<file path="config.mk">
export PLATFORM = sky130hd
export DESIGN_NAME = mmio_responder
export DESIGN_NICKNAME = d
export VERILOG_FILES = /design/src/rtl/mmio_pkg.sv /design/src/rtl/mmio_responder_byte_fifo.sv /design/src/rtl/mmio_responder.sv
export SDC_FILE = /design/constraint.sdc
export NUM_CORES = 1
export LEC_CHECK = 0
export ABC_AREA = 1
export CAP_MARGIN = 5
export CORE_ASPECT_RATIO = 1.4
export CORE_MARGIN = 8
export CORE_UTILIZATION = 50
export DETAILED_ROUTE_END_ITERATION = 10
export GPL_ROUTABILITY_DRIVEN = 0
export GPL_TIMING_DRIVEN = 0
export PLACE_DENSITY = 0.77
export SETUP_SLACK_MARGIN = 0.4
export SKIP_CTS_REPAIR_TIMING = 1
export SYNTH_ARGS = -nofsm -noshare
export SYNTH_HDL_FRONTEND = slang
export SYNTH_SLANG_ARGS = --single-unit
</file>
<file path="constraint.sdc">
create_clock -name clk -period 3 [get_ports clk]
set_input_delay 0.3 -clock clk [delete_from_list [all_inputs] [get_ports clk]]
set_output_delay 0.3 -clock clk [all_outputs]
set_load 0.05 [all_outputs]
</file>
<file path="src/rtl/mmio_pkg.sv">
// Shared constants for the memory-mapped responder: register byte offsets,
// STATUS bit positions and the default TX FIFO depth.
package mmio_pkg;

  localparam logic [7:0] MMIO_SCRATCH  = 8'h00;
  localparam logic [7:0] MMIO_MTIME_LO = 8'h04;
  localparam logic [7:0] MMIO_MTIME_HI = 8'h08;
  localparam logic [7:0] MMIO_TX_DATA  = 8'h0C;
  localparam logic [7:0] MMIO_STATUS   = 8'h10;

  localparam int STATUS_EMPTY_BIT    = 0;
  localparam int STATUS_FULL_BIT     = 1;
  localparam int STATUS_OVERFLOW_BIT = 2;
  localparam int STATUS_COUNT_LSB    = 3;
  localparam int STATUS_COUNT_MSB    = 6;

  localparam int MMIO_FIFO_DEPTH = 8;

endpackage

</file>
<file path="src/rtl/mmio_responder_byte_fifo.sv">
// Byte-wide TX FIFO. A push is refused when the FIFO is full before this
// cycle's pop; a pop is refused when empty. The head is read straight from
// storage, so a pushed byte only shows up on the cycle after the push.
module byte_fifo #(
  parameter int DEPTH = 8,
  localparam int PTR_W = $clog2(DEPTH)
) (
  input  logic             clk,
  input  logic             rst,
  input  logic             push,
  input  logic [7:0]       push_data,
  input  logic             pop,
  output logic             full,
  output logic             empty,
  output logic [PTR_W:0]   count,
  output logic [7:0]       head
);

  logic [7:0]       mem [DEPTH];
  logic [PTR_W-1:0] wr_ptr;
  logic [PTR_W-1:0] rd_ptr;
  logic             push_ok;
  logic             pop_ok;

  assign full    = (count == (PTR_W+1)'(DEPTH));
  assign empty   = (count == '0);
  assign push_ok = push & ~full;
  assign pop_ok  = pop & ~empty;
  assign head    = mem[rd_ptr];

  // Pointers wrap naturally at the power-of-two depth; count tracks occupancy.
  always_ff @(posedge clk or negedge rst) begin
    if (!rst) begin
      wr_ptr <= '0;
      rd_ptr <= '0;
      count  <= '0;
    end else begin
      if (push_ok) wr_ptr <= wr_ptr + PTR_W'(1);
      if (pop_ok)  rd_ptr <= rd_ptr + PTR_W'(1);
      case ({push_ok, pop_ok})
        2'b10:   count <= count + (PTR_W+1)'(1);
        2'b01:   count <= count - (PTR_W+1)'(1);
        default: count <= count;
      endcase
    end
  end

  // Storage is cleared on reset so the head never presents stale data.
  always_ff @(posedge clk or negedge rst) begin
    if (!rst) begin
      for (int i = 0; i < DEPTH; i++) mem[i] <= '0;
    end else if (push_ok) begin
      mem[wr_ptr] <= push_data;
    end
  end

endmodule

</file>
<file path="src/rtl/mmio_responder.sv">
// Memory-mapped responder beside the data SRAM: scratch register, 64-bit
// cycle counter with a latched upper-word shadow, and a byte TX FIFO that
// drains through a valid/ready port. Reads return data one cycle later.
module mmio_responder
  import mmio_pkg::*;
#(
  parameter logic [31:0] BASE_ADDR  = 32'h0001_0000,
  parameter int          FIFO_DEPTH = MMIO_FIFO_DEPTH
) (
  input  logic        clk,
  input  logic        rst,
  input  logic        data_read_i,
  input  logic [3:0]  data_write_i,
  input  logic [31:0] data_addr_i,
  input  logic [31:0] data_in_i,
  output logic [31:0] data_out_o,
  output logic        tx_valid_o,
  output logic [7:0]  tx_data_o,
  input  logic        tx_ready_i
);

  localparam int PTR_W = $clog2(FIFO_DEPTH);

  logic             selected;
  logic [7:0]       offset;
  logic [31:0]      scratch;
  logic [63:0]      counter;
  logic [31:0]      hi_shadow;
  logic             overflow;
  logic             fifo_push;
  logic             fifo_pop;
  logic             fifo_full;
  logic             fifo_empty;
  logic [PTR_W:0]   fifo_count;
  logic             clear_overflow;
  logic [31:0]      status_word;
  logic [31:0]      read_data;

  // The two low address bits are masked off so any byte address hits its word.
  assign selected       = (data_addr_i[31:8] == BASE_ADDR[31:8]);
  assign offset         = data_addr_i[7:0] & 8'hFC;
  assign fifo_push      = selected && (offset == MMIO_TX_DATA) && data_write_i[0];
  assign fifo_pop       = tx_valid_o & tx_ready_i;
  assign clear_overflow = selected && (offset == MMIO_STATUS) && data_write_i[0]
                          && data_in_i[STATUS_OVERFLOW_BIT];
  assign tx_valid_o     = ~fifo_empty;

  byte_fifo #(
    .DEPTH(FIFO_DEPTH)
  ) u_fifo (
    .clk       (clk),
    .rst       (rst),
    .push      (fifo_push),
    .push_data (data_in_i[7:0]),
    .pop       (fifo_pop),
    .full      (fifo_full),
    .empty     (fifo_empty),
    .count     (fifo_count),
    .head      (tx_data_o)
  );

  // STATUS view of the FIFO as it stands before this edge's push or pop.
  always_comb begin
    status_word                                      = '0;
    status_word[STATUS_EMPTY_BIT]                    = fifo_empty;
    status_word[STATUS_FULL_BIT]                     = fifo_full;
    status_word[STATUS_OVERFLOW_BIT]                 = overflow;
    status_word[STATUS_COUNT_MSB:STATUS_COUNT_LSB]   = 4'(fifo_count);
  end

  // Read mux over pre-write register values; holes and foreign addresses read 0.
  always_comb begin
    read_data = '0;
    if (selected) begin
      case (offset)
        MMIO_SCRATCH:  read_data = scratch;
        MMIO_MTIME_LO: read_data = counter[31:0];
        MMIO_MTIME_HI: read_data = hi_shadow;
        MMIO_STATUS:   read_data = status_word;
        default:       read_data = '0;
      endcase
    end
  end

  // Scratch register with per-byte write enables.
  always_ff @(posedge clk or negedge rst) begin
    if (!rst) begin
      scratch <= '0;
    end else if (selected && (offset == MMIO_SCRATCH)) begin
      for (int b = 0; b < 4; b++) begin
        if (data_write_i[b]) scratch[8*b +: 8] <= data_in_i[8*b +: 8];
      end
    end
  end

  // Free-running cycle counter; wraps from all-ones back to zero.
  always_ff @(posedge clk or negedge rst) begin
    if (!rst) counter <= '0;
    else      counter <= counter + 64'd1;
  end

  // Reading the low word freezes the matching upper word for a later HI read.
  always_ff @(posedge clk or negedge rst) begin
    if (!rst) begin
      hi_shadow <= '0;
    end else if (data_read_i && selected && (offset == MMIO_MTIME_LO)) begin
      hi_shadow <= counter[63:32];
    end
  end

  // Sticky overflow: set by a push into a full FIFO, cleared by a STATUS write.
  always_ff @(posedge clk or negedge rst) begin
    if (!rst) overflow <= 1'b0;
    else      overflow <= (overflow & ~clear_overflow) | (fifo_push & fifo_full);
  end

  // Registered read data, held until the next read.
  always_ff @(posedge clk or negedge rst) begin
    if (!rst)             data_out_o <= '0;
    else if (data_read_i) data_out_o <= read_data;
  end

endmodule

</file>
* Word-level counts from Yosys, hierarchy flattened
Cells that the tools add are included.
** Cells by class
- $add $sub $neg :: 5
- $lt $le $gt $ge :: 3
- Eq/ne operators :: 8
- Muxes and demuxes :: 9
- Bitwise gates (word level) :: 11
- Reduce and logical (&&, ||, !) cells :: 16
** Operators by type and width (count)
- one-hot mux 32 bit (4 select lines) :: 1
- adder 64 x 1 -> 64 bit, second input constant :: 1
- bitwise mux 64 bit :: 1
- 2-to-1 mux 32 bit :: 1
- binary-select mux 8 bit (select 3 bit) :: 1
- demux 8 bit (select 3 bit) :: 1
- == test 24 x 9 -> 1 bit, second input constant :: 1
- 2-to-1 mux 8 bit :: 3
- == test 6 x 2 -> 1 bit, second input constant :: 2
- logical AND 1 bit :: 9
- greater-or-equal comparator 4 bit, second input constant :: 2
- zero test 8 bit :: 1
- NOT 3 -> 4 bit :: 2
- one-hot mux 4 bit (2 select lines) :: 1
- AND reduction 2 bit :: 4
- adder 3 x 1 -> 3 bit, second input constant :: 2
- == test 6 x 1 -> 1 bit, second input constant :: 1
- == test 6 x 3 -> 1 bit, second input constant :: 1
- bitwise AND 1 bit :: 5
- adder 4 x 1 -> 4 bit, second input constant :: 1
- == test 4 bit, second input constant :: 1
- zero test 4 bit :: 1
- less-than comparator 4 x 1 -> 1 bit, second input constant :: 1
- subtractor 4 x 1 -> 4 bit, second input constant :: 1
- 5 further kinds :: 7
** Word-level totals
- Register bits :: 235
- Bits of input ports :: 72
- Output and inout bits :: 41
- Logic and storage cells :: 71

* Longest topological paths before layout
- Depth after elaboration :: 7
- Depth in mapped cells :: 18
- Gate-level depth less buffers :: 17

* Hierarchy
Synthesis repeated with hierarchy kept, for this count alone.
** Second synthesis, totals
- Cell total of the unflattened synthesis :: 1733
- Area total of the unflattened synthesis :: 13027.5 sq um
** Modules (own cells, without submodules)
- mmio_responder :: instances 1, cells each 1152, area an instance 8607.0 sq um, seq. area each 4028.9 sq um
- byte_fifo :: instances 1, cells each 581, area an instance 4420.5 sq um, seq. area each 1851.8 sq um

* Least setup slack after synthesis
OpenSTA, ideal clock, no wires.
- Path kind :: register to register
- From :: register u_fifo.count[0]
- To :: register u_fifo.count[2]
- Library setup time :: 0.128 ns
- Arrival time :: 2.257 ns
- Data required time :: 2.872 ns
- Slack :: 0.615 ns
- Stages on the path, launching flop included :: 12
- Buffers on the path :: 0
- Period minus slack after synthesis :: 2.385 ns
- Cells stage by stage :: dfrtp_1 > nor2_1 > nand3_1 > nand2_1 > inv_1 > ha_1 > nor2_1 > nor2_1 > ha_1 > a21oi_1 > xor2_1 > o21ai_0
** On the way
- Cells in the longest elaborated chain, start to end :: 6
- Elaborated cells between the ends (all ways) :: 13
- Classes of those cells :: add/sub: 2; eq/ne: 3; mux: 1; bitwise: 5; reduce/logical: 2
** RTL lines
- start: declaration :: RTL line mmio_responder_byte_fifo.sv:15 : output logic [PTR_W:0] count,
- start signal: assignment :: RTL line mmio_responder_byte_fifo.sv:41 : 2'b10: count <= count + (PTR_W+1)'(1);
- start signal: assignment :: RTL line mmio_responder_byte_fifo.sv:42 : 2'b01: count <= count - (PTR_W+1)'(1);
- start signal: assignment :: RTL line mmio_responder_byte_fifo.sv:43 : default: count <= count;
- zero test 4 bit * :: RTL line mmio_responder_byte_fifo.sv:26 : assign empty = (count == '0);
- NOT 1 bit * :: RTL line mmio_responder.sv:46 : assign tx_valid_o = ~fifo_empty;
- net tx_valid_o :: RTL line mmio_responder.sv:17 : output logic tx_valid_o,
- bitwise AND 1 bit :: RTL line mmio_responder.sv:43 : assign fifo_pop = tx_valid_o & tx_ready_i;
- bitwise AND 1 bit * :: RTL line mmio_responder_byte_fifo.sv:28 : assign pop_ok = pop & ~empty;
- net u_fifo.pop_ok :: RTL line mmio_responder_byte_fifo.sv:23 : logic pop_ok;
- == test 2 x 1 -> 1 bit / == test 2 bit (equally long branches) :: RTL line mmio_responder_byte_fifo.sv:40 : case ({push_ok, pop_ok})
- one-hot mux 4 bit (2 select lines) / nonzero test 2 bit (equally long branches)
The timed path passes the listed nets; every way through them passes the cells marked *.
A chain may end at the register's enable or synchronous reset.

* Worst setup path after layout
- From :: register u_fifo.rd_ptr[0]
- To :: output port tx_data_o[1]
** On the way
- Cells in the longest elaborated chain, start to end :: 4
** RTL lines
- start: declaration :: RTL line mmio_responder_byte_fifo.sv:21 : logic [PTR_W-1:0] rd_ptr;
- start signal: assignment :: RTL line mmio_responder_byte_fifo.sv:39 : if (pop_ok) rd_ptr <= rd_ptr + PTR_W'(1);
- NOT 3 -> 4 bit (not written as such) :: RTL line mmio_responder_byte_fifo.sv:29 : assign head = mem[rd_ptr];
- binary-select mux 8 bit (select 3 bit) :: RTL line mmio_responder_byte_fifo.sv:29
- 2-to-1 mux 8 bit (not written as such) (2 in series) :: RTL line mmio_responder_byte_fifo.sv:29
- end: declaration :: RTL line mmio_responder.sv:18 : output logic [7:0] tx_data_o,
No other way between the ends. The select of a mux whose other input is x is not followed.

==> flow_metrics.env <==
export IMPL_pin_count=113
export IMPL_synth_commonest_cells="643 x nand2_1, 235 x dfrtp_1, 200 x nor2_1, 100 x nand3_1, 97 x nand4_1"
export IMPL_p_int_uw=5620
export IMPL_clk_pin_slew_worst_paths_ns=0.06
export IMPL_switching_share_pct=32.3
export IMPL_synth_adder_area_share_pct=0.625
export IMPL_overflow=0
export IMPL_layout_nets=1819
export IMPL_numCtsBuffers=24
export IMPL_min_path_type="input pin to flip-flop"
export IMPL_via_count=11400
export IMPL_comb_power_share_pct=22.8
export IMPL_dp_slack_ns=-0.491
export IMPL_yosys_area_top_type="dfrtp_1"
export IMPL_power_frac_seq_pct=39.7
export IMPL_drt_iter0_markers=959
export IMPL_yosys_warnings=0
export IMPL_crit_start="u_fifo.rd_ptr[0]$_DFFE_PN0P_"
export IMPL_ys_top_cells_by_area="dfrtp_1 49%, nand2_1 20%, nor2_1 6.3%"
export IMPL_htreeDepth=1
export IMPL_initial_utilization_pct=50.5
export IMPL_antenna_found_initial=0
export IMPL_clock_latency_ns=0.53
export IMPL_post_synth_num_cell_types=28
export IMPL_first_pass_iters=6
export IMPL_power_density_nw_per_um2=577
export IMPL_synthSimpleGateAreaFrac_pct=38.3
export IMPL_timing_hold_ws_ns=0.160
export IMPL_finalSetupViolations=0
export IMPL_core_sq_um=23800
export IMPL_syn_area_sq_um=12000
export IMPL_die_area_sq_um=29300
export IMPL_die_h_um=199
export IMPL_drt_total_wl_um=37300
export IMPL_start_kind="flip-flop"
export IMPL_areaGrowthSynthToFinish_pct=19.9
export IMPL_die_w_um=147
export IMPL_setup_slack_ns=0.464
export IMPL_drv_cap=0
export IMPL_cts_tree="built"
export IMPL_end_kind="output port"
export IMPL_worst_r2r_cell_count=12
export IMPL_grt_start_max_net_pins=124
export IMPL_worst_pin_slew_ns=0.853
export IMPL_status="finished clean"
export IMPL_synth_xor_area_share_pct=3.21
export IMPL_grt_pass1_wl_um=58600
export IMPL_critPathKind="flip-flop to output port"
export IMPL_place_inst=2017
export IMPL_cp_endpoint="tx_data_o[1]"
export IMPL_ys_seq_area_share_pct=49.0
export IMPL_hold_viol_final=0
export IMPL_fin_skew_ns=0.0180
export IMPL_rsz0062_at_grt="false"
export IMPL_synth_most_common_cell="nand2_1"
export IMPL_grt_pass1_vias=11400
export IMPL_async_reset_ff_share_pct=100
export IMPL_antennaDiodeCount=0
export IMPL_avgViaCountPerCell=5.52
export IMPL_p_sw_uw=2680
export IMPL_crit_required_ns=2.70
export IMPL_synth_top_area_share_pct=49.0
export IMPL_antenna_left=0
export IMPL_finalMaxSlewViolations=0
export IMPL_r2r_start="u_fifo.count[0]$_DFFE_PN0P_"
export IMPL_wl_per_cell_um=18.0
export IMPL_synth_top_family_by_area="simple AND/OR/NAND/NOR gates"
export IMPL_drc=0
export IMPL_synth_compound_area_share_pct=3.69
export IMPL_cts_root_buf="clkbuf_16"
export IMPL_portBuffers=101
export IMPL_fin_cells=2069
export IMPL_ir_drop_mv=0.497
export IMPL_power_uw=8300
export IMPL_clock_path_buffers=3
export IMPL_worst_ep_arrival_time_ns=2.24
export IMPL_grt_total_usage_pct=25.1
export IMPL_post_route_period_util_pct=84.5
export IMPL_synthFlopType="dfrtp_1"
export IMPL_maxClockFrequency_mhz=394
export IMPL_layout_min_cycle_time_ns=2.54
export IMPL_avgSynthCellArea_sq_um=7.48
export IMPL_crit_path_max_fanout=10
export IMPL_synthCells=1605
export IMPL_clock_sinks=235
export IMPL_r2r_slack_ns=0.61
export IMPL_postSynthRegisterBits=235
export IMPL_syn_num_nets=1683
export IMPL_drive_gt1_share_pct=6.88
export IMPL_rows=67
export IMPL_leakage_uw=0.00687
export IMPL_synth_edf_count=0
export IMPL_hpwl_um=27900
export IMPL_synthMuxAreaShare_pct=0
export IMPL_p_clk_share_pct=37.6
export IMPL_r2r_end="u_fifo.count[2]$_DFFE_PN0P_"
export IMPL_maxSlewHeadroom_pct=42.7
==> through the flow <==
stage	utilization [%]	TNS [ns]	instance area (sq um)
after floorplan	-	0	12000
after global placement	56.3	-1913.15	13400
after CTS	59.9	-3.26	14300
final	60.5	0	14400
after detailed placement	56.5	-1.25	13400
after global routing	60.5	0	14400
==> layer usage <==
layer	share of wire (%)	GRT usage (%)	wire length (um)	up-vias
li1	-	-	-	5443
met1	35	26.2	13100	5292
met4	7.1	16.6	2640	0
met3	6.1	3.65	2260	161
met5	0	0	0	-
met2	52	46.5	19300	528
==> layout make-up <==
class                   instances  area (sq um)
clock buffers                  33           674
fillers                      2096          9410
well taps                     310           388
plain buffers                  59           279
repair buffers                110          1080
flip-flops and latches        235          5880
multi-input cells            1213          5590
inverters                      98           368
clock inverters                11           145
==> power groups by stage <==
stage | Sequential [uW] | Clock [uW] | Combinational (uW)
3_3_place_gp | 3350 | 0 | 1770
3_5_place_dp | 3340 | 0 | 1800
2_1_floorplan | 3330 | 0 | 1140
4_1_cts | 3290 | 3140 | 1810
6_report | 3290 | 3120 | 1890
5_1_grt | 3300 | 3270 | 2030
==> cells by family (layout without fill, tap and decap cells) <==
kind of cell | Yosys count | in the layout
flops | 235 | 235
fa+ha+maj | 6 | 6
xor+xnor | 44 | 44
compound gates | 76 | 76
simple gates | 1087 | 1087
buf+inv | 157 | 311
==> cell usage in the layout, fill, tap and decap left out, types with 2 or more instances in the layout <==
cell             netlist  layout
clkbuf_2               0      11
xor2_1                32      32
buf_4                  2       8
nand2_2                1       2
clkdlybuf4s50_1        0      91
nand3_2                1       3
o32ai_1               16      10
clkinv_2               0       6
bufinv_16              0       3
clkbuf_8               0       4
clkbuf_16              0      24
buf_2                 11      13
xnor2_1               12      12
nor2_4                 5       7
nor2_2                 4       6
o21ai_0               58      58
clkbuf_1              39      37
clkinv_1               3       3
inv_1                 91      90
o32ai_2                0       6
nor3_2                 8       8
buf_1                  5       2
inv_2                  4       5
ha_1                   6       5
nand2_1              643     642
nor3_1                26      26
dfrtp_1              235     234
clkbuf_4               0       5
buf_6                  2       3
nor2_1               200     196
nand4_1               97      97
nand3_1              100      98
==> critical path, cell delays in order, from the launching register on <==
cell and delay, ns:
dfrtp_2 0.44, clkbuf_2 0.29, nor2_1 0.09, o32ai_1 0.42, nand2_1 0.10, nand2_1 0.09
clkbuf_2 0.28
==> registers in the layout, summed over array words and instances, names as in the netlist <==
signal,count
scratch,32
u_fifo.rd_ptr,3
u_fifo.wr_ptr,3
data_out_o,32
hi_shadow,32
u_fifo.count,4
overflow,1
counter,64
u_fifo.mem,64
==> worst min-delay path by stage <==
| stage | from | endpoint | cells past startpoint |
|---|---|---|---|
| after floorplan | rst | counter[0]$_DFF_PN0_ | 0 |
| after global placement | u_fifo.mem[9]$_DFFE_PN0P_ | u_fifo.mem[9]$_DFFE_PN0P_ | 2 |
| after detailed placement | rst | u_fifo.mem[50]$_DFFE_PN0P_ | 1 |
| after CTS | rst | u_fifo.mem[50]$_DFFE_PN0P_ | 1 |
| after global routing | data_in_i[7] | scratch[7]$_DFFE_PN0P_ | 3 |
| final | data_in_i[7] | scratch[7]$_DFFE_PN0P_ | 3 |
Note: power is estimated with default switching activity, not from simulation.
